<file path="src/rtl/mux8way16_pkg.sv">
// mux8way16_pkg
//   Shared types and select codes for the 8-way word multiplexer.
//   WIDTH   : default data word width (16)
//   word_t  : one data word at the default width
//   sel_t   : 3-bit select code
//   SEL_A .. SEL_Z : select code for each data input
package mux8way16_pkg;

  localparam int WIDTH = 16;

  typedef logic [WIDTH-1:0] word_t;
  typedef logic [2:0]       sel_t;

  localparam sel_t SEL_A = 3'd0;
  localparam sel_t SEL_B = 3'd1;
  localparam sel_t SEL_C = 3'd2;
  localparam sel_t SEL_D = 3'd3;
  localparam sel_t SEL_W = 3'd4;
  localparam sel_t SEL_X = 3'd5;
  localparam sel_t SEL_Y = 3'd6;
  localparam sel_t SEL_Z = 3'd7;

endpackage

</file>
<file path="src/rtl/mux4way16.sv">
// mux4way16
//   Combinational 4-way word multiplexer, one half of mux8way16.
//   Ports:
//     a, b, c, d : data inputs, picked by sel = 0, 1, 2, 3
//     sel        : 2-bit select
//     y          : selected word, passed bit-exact
module mux4way16 #(
  parameter int WIDTH = 16
) (
  input  logic [WIDTH-1:0] a,
  input  logic [WIDTH-1:0] b,
  input  logic [WIDTH-1:0] c,
  input  logic [WIDTH-1:0] d,
  input  logic [1:0]       sel,
  output logic [WIDTH-1:0] y
);

  // Ternaries rather than a case statement so an unknown select
  // propagates as X in simulation instead of falling into a default arm.
  assign y = sel[1] ? (sel[0] ? d : c)
                    : (sel[0] ? b : a);

endmodule

</file>
<file path="src/rtl/mux8way16.sv">
// mux8way16
//   8-input word multiplexer with a registered output (1-cycle latency).
//   Ports:
//     clk    : clock, all state updates on the rising edge
//     rst    : asynchronous, active-high reset; clears OUT (and parity)
//     A,B,C,D: data inputs selected by s = 0..3
//     W,X,Y,Z: data inputs selected by s = 4..7
//     s      : 3-bit select, a new one is taken every cycle
//     OUT    : registered selected word
//     parity : XOR-reduce of OUT, registered alongside it
//              (present only when MUX8WAY16_PARITY_EN is defined)
//   Configuration macro: MUX8WAY16_PARITY_EN
module mux8way16
  import mux8way16_pkg::*;
#(
  parameter int WIDTH = mux8way16_pkg::WIDTH
) (
  input  logic             clk,
  input  logic             rst,
  input  logic [WIDTH-1:0] A,
  input  logic [WIDTH-1:0] B,
  input  logic [WIDTH-1:0] C,
  input  logic [WIDTH-1:0] D,
  input  logic [WIDTH-1:0] W,
  input  logic [WIDTH-1:0] X,
  input  logic [WIDTH-1:0] Y,
  input  logic [WIDTH-1:0] Z,
  input  sel_t             s,
  output logic [WIDTH-1:0] OUT
`ifdef MUX8WAY16_PARITY_EN
  ,
  output logic             parity
`endif
);

  logic [WIDTH-1:0] lo_word;
  logic [WIDTH-1:0] hi_word;
  logic [WIDTH-1:0] sel_word;

  mux4way16 #(.WIDTH(WIDTH)) lo (
    .a   (A),
    .b   (B),
    .c   (C),
    .d   (D),
    .sel (s[1:0]),
    .y   (lo_word)
  );

  mux4way16 #(.WIDTH(WIDTH)) hi (
    .a   (W),
    .b   (X),
    .c   (Y),
    .d   (Z),
    .sel (s[1:0]),
    .y   (hi_word)
  );

  assign sel_word = s[2] ? hi_word : lo_word;

  always_ff @(posedge clk or posedge rst) begin
    if (rst) begin
      OUT <= '0;
    end else begin
      OUT <= sel_word;
    end
  end

`ifdef MUX8WAY16_PARITY_EN
  // Parity is computed from the word being loaded, not from OUT, so it
  // lands in the same cycle as the word it describes.
  always_ff @(posedge clk or posedge rst) begin
    if (rst) begin
      parity <= 1'b0;
    end else begin
      parity <= ^sel_word;
    end
  end
`endif

endmodule

</file>
<file path="config.mk">
export PLATFORM = sky130hd
export DESIGN_NAME = mux8way16
export DESIGN_NICKNAME = d
export VERILOG_FILES = /design/src/rtl/mux8way16_pkg.sv /design/src/rtl/mux4way16.sv /design/src/rtl/mux8way16.sv
export SDC_FILE = /design/constraint.sdc
export NUM_CORES = 1
export LEC_CHECK = 0
export CAP_MARGIN = 5
export CORE_MARGIN = 2
export CORE_UTILIZATION = 32
export DETAILED_ROUTE_END_ITERATION = 6
export HOLD_SLACK_MARGIN = 0.06
export MAX_ROUTING_LAYER = met4
export PLACE_DENSITY = 0.85
export SETUP_SLACK_MARGIN = 0.5
export SYNTH_ARGS = -nofsm -noshare
export SYNTH_HDL_FRONTEND = slang
export SYNTH_SLANG_ARGS = --single-unit
</file>
<file path="constraint.sdc">
create_clock -name clk -period 0.8 [get_ports clk]
set_input_delay 0.16 -clock clk [delete_from_list [all_inputs] [get_ports clk]]
set_output_delay 0.16 -clock clk [all_outputs]
set_load 0.1 [all_outputs]
</file>
# Yosys cells after proc, flatten, opt, wreduce, memory -nomap -nowiden
# Index checks and enable logic that the tools add are counted.
[word_totals] regBits=16 output_inout_bits=16
[classes] mux=7
[op_table] op="$mux W16" count=7

# Depth between registers and ports, before layout
[logic_depth] ltp_word=3 mapped_depth=4 depth_no_buf=2

# Hierarchy
# From an unflattened synthesis, not the netlist that was laid out.
[unflattened] hier_cells=75 area_unflattened_um2=1501.4
[modules_own_cells] mod="mux4way16" n_inst=2 cells_per_inst=20 area_each_um2=424.2 seq_area_each_um2=0.0
[modules_own_cells] mod="mux8way16" n_inst=1 cells_per_inst=35 area_each_um2=653.1 seq_area_each_um2=400.4

# Worst setup path after synthesis
# No wires, ideal clock.
[synth_timing] kind="input -> register" from="input port s[0]" to="register OUT[1]" t_arrival_ps=1193 setup_slack_ps=-518 stages=4 n_path_buf=2 cell_sequence="buf_6 -> buf_6 -> mux4_1 -> mux2_2"
[synth_via] elab_chain_len=3 elab_cells_between_ends=7
[synth_lines] element="start, declared" line="mux8way16.sv:28" rtl="input sel_t s,"
[synth_lines] element="$mux W16 (on tied branches)" line="mux4way16.sv:21, mux4way16.sv:20"
[synth_lines] element="$mux W16" line="mux4way16.sv:20" rtl="assign y = sel[1] ? (sel[0] ? d : c)"
[synth_lines] element="$mux W16 *" line="mux8way16.sv:58" rtl="assign sel_word = s[2] ? hi_word : lo_word;"
[synth_lines] element="via sel_word[1]" line="mux8way16.sv:38" rtl="logic [WIDTH-1:0] sel_word;"
[synth_lines] element="end signal, assigned" line="mux8way16.sv:64" rtl="OUT <= sel_word;"
[synth_lines] element="end, declared" line="mux8way16.sv:29" rtl="output logic [WIDTH-1:0] OUT"
# Mark *: on every way through the listed nets, which the timed path passes. The rest lies on a longest branch.

# Final worst setup path
[layout_timing] from="register OUT[12]" to="output port OUT[12]"
# No word-level cell between the ends.

==> results.txt <==
The portion of the post-synthesis area used by sequential elements came out at 0.271. The residual DRC count came out at 0. The final layout contains 361 nets. The arrival time at the worst endpoint came out at 0.93 ns. After filler insertion, the fill cell instance count of the layout stands at 304. The mux share of post-synthesis cell area came out at 0.682.

Summed over all nets, the switching power comes to 1.59 mW. The arithmetic-cell share of the synthesized area counting full adders, half adders and majority gates is 0. The fraction of the mapped netlist area in compound gates was 0. In this run the core area contains 24 standard-cell rows. The power share of the combinational group is 0.570. The pre-CTS setup slack is -0.879 ns.

Along the worst path, the maximum fanout reaches 1. Measured along the y axis, the die boundary spans 71.9 um. The fraction of power consumed by sequential logic came out at 0.252. The total of flip-flops plus latches after synthesis came out at 16. Setup repair after global routing could not meet its margin everywhere.

The largest registers in the layout are OUT x16. The wire length reported by the detailed router came out at 6.17 mm. The number of buffers inserted during clock tree synthesis is 3. The Yosys warning count is 0. The detailed-route wire length per cell came out at 22.1 um. The classification of the worst setup path is flop to output pin.

The total number of H-tree levels came out at 1. Across the run, the number of max-cap violations was 0. The critical path goes through buf_12. The cell family contributing the most delay on the critical path is flip-flops. Of the total power, the share spent switching nets is 0.374. The standard cell area after detailed placement is 0.00316 mm2. The tightest min-delay check is of the primary input to async pin type. In the final layout, the share of cells above drive strength 1 is 0.427. The pin count of the biggest net entering global routing came out at 17. The via-per-instance ratio came out at 5.23. The count of boundary I/O pins is 149. The number of global-route vias before repair is 1,656. The violation count after the first detailed-route iteration came out at 84.

After synthesis, the largest family of logic cells by area is multiplexers. The antenna cell count came out at 0. The required arrival time at the worst endpoint came out at 0.64 ns. Relative to the synthesized area, the layout overhead comes to 122%. Of the available clock period, the critical path in the final layout requires 1.37.

The combined buffer and inverter count along the critical path came out at 1. The global-route total usage across every layer came out at 0.248. Yosys attributes the largest share of cell area to mux4_1 50%, dfrtp_1 27%, mux2_2 12%. The initial antenna violation count is 0. The biggest area consumer among synthesized cells is mux4_1. The post-synthesis instance area is 0.00148 mm2. The mean post-synth cell area came out at 19.9 um2. The final reports fail on negative setup slack.

Clock-pin slew was measured on the worst setup and hold paths at 0.07 ns. The top achievable clock speed came out at 915 MHz. The region available for standard cell placement spans 0.00438 mm2. The die footprint is 0.00517 mm2. The hold slack came out at 0.0921 ns.

After legalization and detailed placement, the total HPWL measured 4.69 mm. The maximum buffer depth of the clock tree came out at 2. The number of nets with antenna violations after routing came out at 0. The slowest stage of the critical path is the dfrtp_4 cell. The number of nets in the synthesized netlist came out at 207.

The root buffer cell is clkbuf_8. STA classifies the critical path endpoint as an output pin. The cell count after synthesis came out at 74. STA classifies the critical path startpoint as a flop.

For this run, the detailed router's first-pass iteration total came to 4. The combined area of the multi-input logic cells is 961 um2. The internal power contribution came out at 2.66 mW. The clock net sink count is 16. Counting flops per register, the top entry is OUT.

The worst IR drop on VDD came out at 673 uV. The starting density of the core is 0.336. The global-route wire length before repair came out at 9.09 mm. The number of different library cells in the post-synthesis netlist came out at 8. The flow ran to the end, but the final reports show violations. The number of hold buffers added after CTS was 0. The final-report setup violation count came out at 32. The post-synthesis share of cell area spent on xor and xnor gates is 0. For this run the aggregate overflow at the end of global routing stands at 0. The die boundary width is 71.9 um. The final hold violation count was 0.

The analysis attributes to cell leakage a power of 1.49 nW. TritonCTS built the clock tree. The slew at the pin closest to its max-slew limit is 0.199 ns. The stage delay of the slowest cell on the critical path came out at 0.49 ns. The detailed router placed 1,458 vias in this run. The count of pins over their slew limit is 0. The area of all sequential standard cells came out at 460 um2.

The flip-flop count of the largest register after layout came out at 16. The final design area excluding fillers came out at 0.00327 mm2. The relative slew slack is 0.867. The final period demand of the worst path came out at 1.09 ns.

The part of the power in the clock network is 0.179. The top cell type's share of synthesized area is 0.499. The congestion estimate from routability-driven global placement came to 0.895. Of the total synthesized cell area, the portion taken by AND, OR, NAND and NOR gates is 0.

After layout, the worst setup slack is -0.292 ns. Power spread over the standard cell area amounts to 1300 mW/mm2. The number of buffers inserted by port buffering came out at 148.
-- what timing repair did --
| item | in CTS | in global routing |
|---|---|---|
| endpoints found under the setup margin | 48 | 32 |
| gates resized for setup | 158 | 2 |
| endpoints found under the hold margin | 0 | 0 |
| cloned | 4 | 1 |
| buffers inserted | 1 | 0 |
-- placed cells by master (no fill, tap or decap) --
cell	count
buf_12	22
buf_16	4
buf_2	1
clkbuf_16	1
clkbuf_8	4
clkdlybuf4s50_1	1
clkinvlp_4	1
dfrtp_4	16
dlygate4sd2_1	129
mux2_4	16
mux4_2	32
-- per-stage QoR --
stage | power, mW | setup TNS [ns] | std cells | util
finish | 4.25 | -8.32 | 279 | 0.746
global route | 4.37 | -8.90 | 279 | 0.746
CTS | 4.25 | -8.51 | 278 | 0.741
detailed placement | 3.56 | -13.68 | 269 | 0.720
global placement | 3.51 | -12.87 | 269 | 0.720
floorplan | 2.32 | -7.30 | 74 | -
-- worst paths after layout --
path | startpoint | to | slack [ns] | depth (start not counted)
setup / recovery | OUT[12] | OUT[12] | -0.29 | 1
hold / removal | rst | OUT[6] | 0.09 | 3
max in group asynchronous | rst | OUT[7] | 0.58 | 3
min in group clk | Z[15] | OUT[15] | 0.45 | 3
-- Yosys cell counts --
master    count
inv_1         1
buf_1         4
buf_6         4
clkbuf_2      1
dfrtp_1      16
mux4_1       28
mux4_2        4
mux2_2       16
-- cell type report --
type | instances | area share
timing repair buffer | 158 | 0.526
multi-input combinational | 48 | 0.294
sequential | 16 | 0.141
tap | 52 | 0.0199
clock buffer | 4 | 0.0168
inverter | 1 | 0.00230
-- metal layers --
metal  track usage  vias to the layer above  wire length (um)
met5             -                        -                 0
met3        0.0389                        8               485
met4        0.0650                        0                95
li1              -                      634                 -
met2         0.435                       92              3320
met1         0.299                      724              2280
-- cell families after synthesis --
family,count (synthesis)
muxes,48
DFF,16
buffers and inverters,10
-- power by group through the flow --
stage / clock network, mW / logic, mW / registers, mW
after global placement: 0 / 2.43 / 1.08
final: 0.759 / 2.42 / 1.07
after CTS: 0.761 / 2.42 / 1.07
after global routing: 0.792 / 2.50 / 1.08
after floorplan: 0 / 0.509 / 1.81
after detailed placement: 0 / 2.47 / 1.09
Note: power is estimated with default switching activity, not from simulation.
